<file path="src/rtl/lfsr_arbiter.sv">
// Round-robin arbiter handing out words from one shared Galois-style LFSR.
// Each grant runs the LFSR STEPS clocks, then offers the word on a valid/ready port.
module lfsr_arbiter #(
    parameter int              SIZE     = 8,
    parameter int              N_REQ    = 4,
    parameter int              STEPS    = 8,
    parameter logic [SIZE-1:0] RST_SEED = SIZE'(8'h01),
    parameter logic [SIZE-1:0] RST_TAP  = SIZE'(8'h1D)
) (
    input  logic             clk,
    input  logic             rst,
    input  logic [N_REQ-1:0] req,
    output logic [N_REQ-1:0] out_grant,
    output logic             out_valid,
    input  logic             out_ready,
    output logic [SIZE-1:0]  out_data,
    input  logic             cfg_load,
    input  logic [SIZE-1:0]  cfg_seed,
    input  logic [SIZE-1:0]  cfg_tap,
    output logic             cfg_err,
    output logic             busy,
    output logic [15:0]      draw_count
);

    localparam int PTR_W = (N_REQ > 1) ? $clog2(N_REQ) : 1;
    localparam int CNT_W = (STEPS > 1) ? $clog2(STEPS) : 1;

    typedef enum logic [1:0] {
        S_IDLE,
        S_LOAD,
        S_STEP,
        S_DELIVER
    } state_t;

    state_t             r_state;
    state_t             w_next;
    logic [SIZE-1:0]    r_lfsr;
    logic [SIZE-1:0]    r_tap;
    logic [PTR_W-1:0]   r_ptr;
    logic [PTR_W-1:0]   r_gidx;
    logic [CNT_W-1:0]   r_cnt;
    logic [N_REQ-1:0]   r_grant;
    logic [SIZE-1:0]    r_data;
    logic               r_cfg_err;
    logic [15:0]        r_draw_count;
    logic               w_found;
    logic [PTR_W-1:0]   w_pick;
    logic [PTR_W-1:0]   w_k;
    logic [SIZE-1:0]    w_lfsr_next;

    // The all-zero-low-bits term lets the register escape the all-zero lockup state.
    function automatic logic [SIZE-1:0] f_step(input logic [SIZE-1:0] s, input logic [SIZE-1:0] t);
        logic fb;
        fb = s[SIZE-1] ^ (s[SIZE-2:0] == '0);
        return {s[SIZE-2:0], fb} ^ (t & {{(SIZE-1){fb}}, 1'b0});
    endfunction

    function automatic logic [SIZE-1:0] f_sanitize(input logic [SIZE-1:0] t);
        return (t == '0 || t == '1) ? SIZE'(2) : t;
    endfunction

    assign w_lfsr_next = f_step(r_lfsr, r_tap);

    always_comb begin
        w_found = 1'b0;
        w_pick  = '0;
        w_k     = '0;
        for (int i = 0; i < N_REQ; i++) begin
            w_k = PTR_W'((int'(r_ptr) + i) % N_REQ);
            if (!w_found && req[w_k]) begin
                w_found = 1'b1;
                w_pick  = w_k;
            end
        end
    end

    always_comb begin
        w_next = r_state;
        case (r_state)
            S_IDLE: begin
                if (cfg_load)
                    w_next = S_LOAD;
                else if (w_found)
                    w_next = S_STEP;
            end
            S_LOAD:    w_next = S_IDLE;
            S_STEP:    if (r_cnt == '0) w_next = S_DELIVER;
            S_DELIVER: if (out_ready) w_next = S_IDLE;
            default:   w_next = S_IDLE;
        endcase
    end

    always_ff @(posedge clk) begin
        if (rst)
            r_state <= S_IDLE;
        else
            r_state <= w_next;
    end

    always_ff @(posedge clk) begin
        if (rst) begin
            r_lfsr       <= RST_SEED;
            r_tap        <= f_sanitize(RST_TAP);
            r_ptr        <= '0;
            r_gidx       <= '0;
            r_cnt        <= '0;
            r_grant      <= '0;
            r_data       <= '0;
            r_cfg_err    <= 1'b0;
            r_draw_count <= '0;
        end else begin
            r_cfg_err <= cfg_load && (r_state != S_IDLE);
            case (r_state)
                S_IDLE: begin
                    if (cfg_load) begin
                        r_lfsr <= cfg_seed;
                        r_tap  <= f_sanitize(cfg_tap);
                    end else if (w_found) begin
                        r_grant <= N_REQ'(1) << w_pick;
                        r_gidx  <= w_pick;
                        r_cnt   <= CNT_W'(STEPS - 1);
                    end
                end
                S_STEP: begin
                    r_lfsr <= w_lfsr_next;
                    if (r_cnt == '0)
                        r_data <= w_lfsr_next;
                    else
                        r_cnt <= r_cnt - 1'b1;
                end
                S_DELIVER: begin
                    if (out_ready) begin
                        r_draw_count <= r_draw_count + 16'd1;
                        r_ptr        <= (r_gidx == PTR_W'(N_REQ - 1)) ? '0 : r_gidx + 1'b1;
                        r_grant      <= '0;
                    end
                end
                default: ;
            endcase
        end
    end

    assign out_grant  = r_grant;
    assign out_valid  = (r_state == S_DELIVER);
    assign out_data   = r_data;
    assign cfg_err    = r_cfg_err;
    assign busy       = (r_state != S_IDLE);
    assign draw_count = r_draw_count;

endmodule
</file>
<file path="config.mk">
export PLATFORM = sky130hd
export DESIGN_NAME = lfsr_arbiter
export DESIGN_NICKNAME = d
export VERILOG_FILES = /design/src/rtl/lfsr_arbiter.sv
export SDC_FILE = /design/constraint.sdc
export NUM_CORES = 1
export LEC_CHECK = 0
export CORE_UTILIZATION = 45
export DETAILED_ROUTE_END_ITERATION = 6
export DONT_BUFFER_PORTS = 1
export HOLD_SLACK_MARGIN = 0.06
export PLACE_DENSITY = 0.62
export SLEW_MARGIN = 20
export SYNTH_ARGS = -nofsm -noshare
export SYNTH_HDL_FRONTEND = slang
export SYNTH_SLANG_ARGS = --single-unit
</file>
<file path="constraint.sdc">
create_clock -name clk -period 1.95 [get_ports clk]
set_input_delay 0.585 -clock clk [delete_from_list [all_inputs] [get_ports clk]]
set_output_delay 0.585 -clock clk [all_outputs]
set_load 0.03 [all_outputs]
</file>
# Yosys cells after proc, flatten, opt, wreduce, memory -nomap -nowiden

Cells that the tools add are included.

Add/sub/neg operators: 6
$lt $le $gt $ge: 4
Eq/ne operators: 12
Shift operators: 1
Mux-type cells: 33
Bitwise logic cells: 4
Reduce and logical (&&, ||, !) cells: 23

Operator list:

| operator                | count |
|---|---|
| $mux W2                 | 9 |
| $add A16 B1 Y16 const B | 1 |
| $mux W8                 | 2 |
| $pmux W8 S2             | 1 |
| $lt A2 B3 Y1 const B    | 4 |
| $mux W4                 | 3 |
| $ne A2 B2 Y1 const B    | 5 |
| $mux W3                 | 3 |
| $and A8 B8 Y8           | 1 |
| $bmux W1 S2             | 4 |
| $eq A8 B8 Y1 const B    | 1 |
| $logic_not A8 Y1        | 1 |
| $mux W1                 | 8 |
| $pmux W2 S4             | 1 |
| $pmux W4 S2             | 1 |
| $reduce_and A2 Y1       | 4 |
| $reduce_and A4 Y1       | 2 |
| $xor A8 B8 Y8           | 1 |
| $logic_not A7 Y1        | 1 |
| $eq A2 B2 Y1 const B    | 3 |
| $pmux W3 S2             | 1 |
| $reduce_and A3 Y1       | 2 |
| $reduce_bool A2 Y1      | 3 |
| $add A2 B1 Y2 const B   | 2 |
| 13 further kinds        | 19 |

Bits in registers: 54
Input bits: 24

# Depth between registers and ports, before layout

Depth after elaboration: 16
Mapped depth: 7
Mapped depth without buffers: 6

# Worst setup path after synthesis

No wires, ideal clock.

Path type: reg-to-reg
Start: reg r_lfsr[2]
End: reg r_lfsr[2]
Library setup time: 0.079 ns
Arrival: 1.753 ns
Slack: 0.117 ns
Stages on the path, launching flop included: 6
Path buffers: 0
Clock period less this slack: 1.833 ns
Path through: dfxtp_1 or4_4 or4b_1 a21oi_1 nand2_1 a211oi_2

Longest elaborated chain between the ends: 5

RTL lines:

| item                   | RTL line | text |
|---|---|---|
| from (decl)            | 37       | `logic [SIZE-1:0] r_lfsr;` |
| from (signal assigned) | 116      | `r_lfsr <= cfg_seed;` |
| from (signal assigned) | 125      | `r_lfsr <= w_lfsr_next;` |
| $logic_not A7 Y1       | 54       | `fb = s[SIZE-1] ^ (s[SIZE-2:0] == '0);` |
| $xor A1 B1 Y1          | 54       |  |
| $and A8 B8 Y8          | 55       | `return {s[SIZE-2:0], fb} ^ (t & {{(SIZE-1){fb}}, 1'b0});` |
| $xor A8 B8 Y8          | 55       |  |
| $pmux W8 S2            | 113      | `case (r_state)` |

Every way passes these cells.
A chain may end at the register's enable or synchronous reset.

# Final worst setup path

Same ends and word-level chain as after synthesis.

==> flow_metrics.tcl <==
set metrics [dict create \
    ys_seq_area_frac 0.420 \
    rows 26 \
    clkLatencyLatePin_ns 0.30 \
    viasPerCell 5.78 \
    ys_top_cells_by_area "dfxtp_1, nor2_1, a21oi_1, nand2_1, o21ai_0" \
    die_x_um 76.9 \
    hold_path_class "in -> reg" \
    top_layer "met4" \
    hold_viol 0 \
    fin_hold_ws_ns 0.342 \
    synth.top_cell.area_share 0.420 \
    yosys.area.top_type "dfxtp_1" \
    die_area_sq_um 5920 \
    area_delta_synth_final_pct 13.3 \
    synth_flop_cell "dfxtp_1" \
    ys_async_sr_fraction 0 \
    slew_headroom 0.640 \
    grt_usage 0.202 \
    status "finished, final reports clean" \
    dr_total_vias 2276 \
    finalClockSkew_ns 0.00483 \
    cp.arrival_ns 2.08 \
    h-tree-depth 2 \
    numClockSinks 53 \
    critPathLaunchType "flip-flop" \
    met2_length_mm 2.54 \
    drt-met1-wl_mm 2.87 \
    finalWeightedCongestion 0.918 \
    drt_wl_total_mm 5.90 \
    grt_pass1_vias 2094 \
    die_y_um 76.9 \
    syn-instance-count 301 \
    criticalPathCategory "reg -> reg" \
    wl_per_cell_um 15.0 \
    yosysMostFrequentCell "dfxtp_1" \
    post-route-min-period_ns 1.85 \
    synth_edf_count 0 \
    pin_count 55 \
    cp-end-kind "flip-flop" \
    nNetsFinal 351 \
    power.density_nw_per_um2 819 \
    met3WireLength_um 404 \
    cp_max_fo 4 \
    hpwl_mm 4.26 \
    grt_setup_unrepaired "false" \
    grt_pass1_wl_mm 9.56 \
    first_iter_violations 155 \
    port_buffers 0 \
    fmax_mhz 541 \
    cts.clk_slew.worst_paths_ns 0.10 \
    core_area_sq_um 5270 \
    cts_tree "done" \
    tightest_slew_ns 0.533 \
    synth.top_cells.by_count "dfxtp_1, nor2_1, a21oi_1, nand2_1, o21ai_0" \
    synth.net_count 329 \
    slew_viol_final 0 \
    yosys_warnings 0 \
    start_util 0.480 \
    leakagePower_nw 1.12 \
    antenna_found_initial 0 \
    drt-pass1-iter-count 7 \
    synth_cell_types 47 \
    cap_violations 0 \
    ant_nets 0 \
    clock_path_buffers 2 \
    setup_violations 0 \
    drive_above_1_share 0.142 \
    grt_max_degree 43 \
    grt_overflow_total 0 \
    fin_crit_sh 0.948 \
    cts_buffers 5 \
    drc_errors 0 \
    netlist_area_sq_um 2530 \
    setup_tns_ns 0 \
    vdd_ir_drop_max_uv 413 \
    avgSynthCellArea_sq_um 8.40 \
    crit_required_ns 2.18 \
    ys_ff_latch 53 \
    antenna_cells 0 \
    cts_root_buf "clkbuf_8" \
    r2r_setup_slack_ns 0.10 \
]
[cells by family after synthesis]
family	after synthesis	synth area share
buffers and inverters	27	0.0495
multiplexers	6	0.0243
flip-flops	53	0.420
XOR/XNOR	17	0.0589
AO/OA/AOI/OAI	79	0.199
AND/OR/NAND/NOR	115	0.229
adder cells (fa/ha/maj)	4	0.0198
[timing repair]
| action | 4_1_cts | 5_1_grt |
|---|---|---|
| resized for setup | 0 | 4 |
| endpoints found under the setup margin | 0 | 3 |
| setup buffers | 0 | 0 |
| hold buffers | 0 | 0 |
[through the flow]
step | instances | area (sq um) | power [mW] | utilization | worst slack, ns
6_report | 394 | 2860 | 2.34 | 0.543 | 0.102
5_1_grt | 394 | 2860 | 2.47 | 0.543 | 0.00426
3_5_place_dp | 386 | 2750 | 1.72 | 0.522 | 0.0820
4_1_cts | 394 | 2840 | 2.35 | 0.539 | 0.0565
2_1_floorplan | 301 | 2530 | 1.61 | - | 0.117
3_3_place_gp | 386 | 2750 | 1.71 | 0.522 | 0.103
[final timing paths]
kind,from,end,cells past startpoint
max,r_lfsr[2]$_SDFFE_PP0P_,r_lfsr[2]$_SDFFE_PP0P_,5
min,rst,r_lfsr[2]$_SDFFE_PP0P_,1
max reg2reg,r_lfsr[2]$_SDFFE_PP0P_,r_lfsr[2]$_SDFFE_PP0P_,5
min reg2reg,r_cnt[1]$_SDFFE_PP0P_,r_cnt[1]$_SDFFE_PP0P_,2
[worst max-delay path, stage by stage (launching register included)]
cell and delay (ns):
dfxtp_1 0.33, or4_4 0.55, or4b_4 0.51, a21oi_4 0.16
nand2_1 0.07, a211oi_2 0.16
[report_power, final]
part	switching [mW]	internal, mW
Combinational	0.254	0.198
Sequential	0.109	1.16
Clock	0.369	0.256
[cells in the final DEF, fill, tap and decap left out, types with 3 or more instances in the layout]
master	count
o21a_1	3
a21oi_1	24
o21ai_0	16
nor2_1	37
xor2_1	8
dfxtp_1	53
a221oi_1	3
o22ai_1	5
mux2i_1	5
nand2_1	22
a22oi_1	3
nand3_1	9
xnor2_1	9
ha_1	4
or3_1	3
inv_1	14
a31oi_1	5
buf_4	28
or2_2	3
nor3_1	8
o41ai_1	3
a21o_1	4
nand4_1	6
nor4_1	4
and3_1	8
clkbuf_8	5
and4_1	4
[registers in the layout (all words and copies together), names as in the netlist]
name	count
out_grant	4
r_lfsr	8
r_gidx	2
r_state	2
out_data	8
r_ptr	2
draw_count	16
r_cnt	3
r_tap	7
cfg_err	1
[cell type report]
cell class / instances / area, sq um
Multi-Input combinational cell: 221 / 1360
Inverter: 14 / 52.6
Tap cell: 70 / 87.6
Fill cell: 522 / 2410
Timing Repair Buffer: 28 / 210
Sequential cell: 53 / 1060
Clock buffer: 5 / 68.8
Clock inverter: 3 / 21.3
[metal layers]
layer / track usage / vias up
met3: 0.0655 / 11
met1: 0.268 / 1048
met5: 0 / -
met4: 0.0769 / 0
met2: 0.304 / 90
li1: - / 1127
Power figures use the tool's default switching activity.
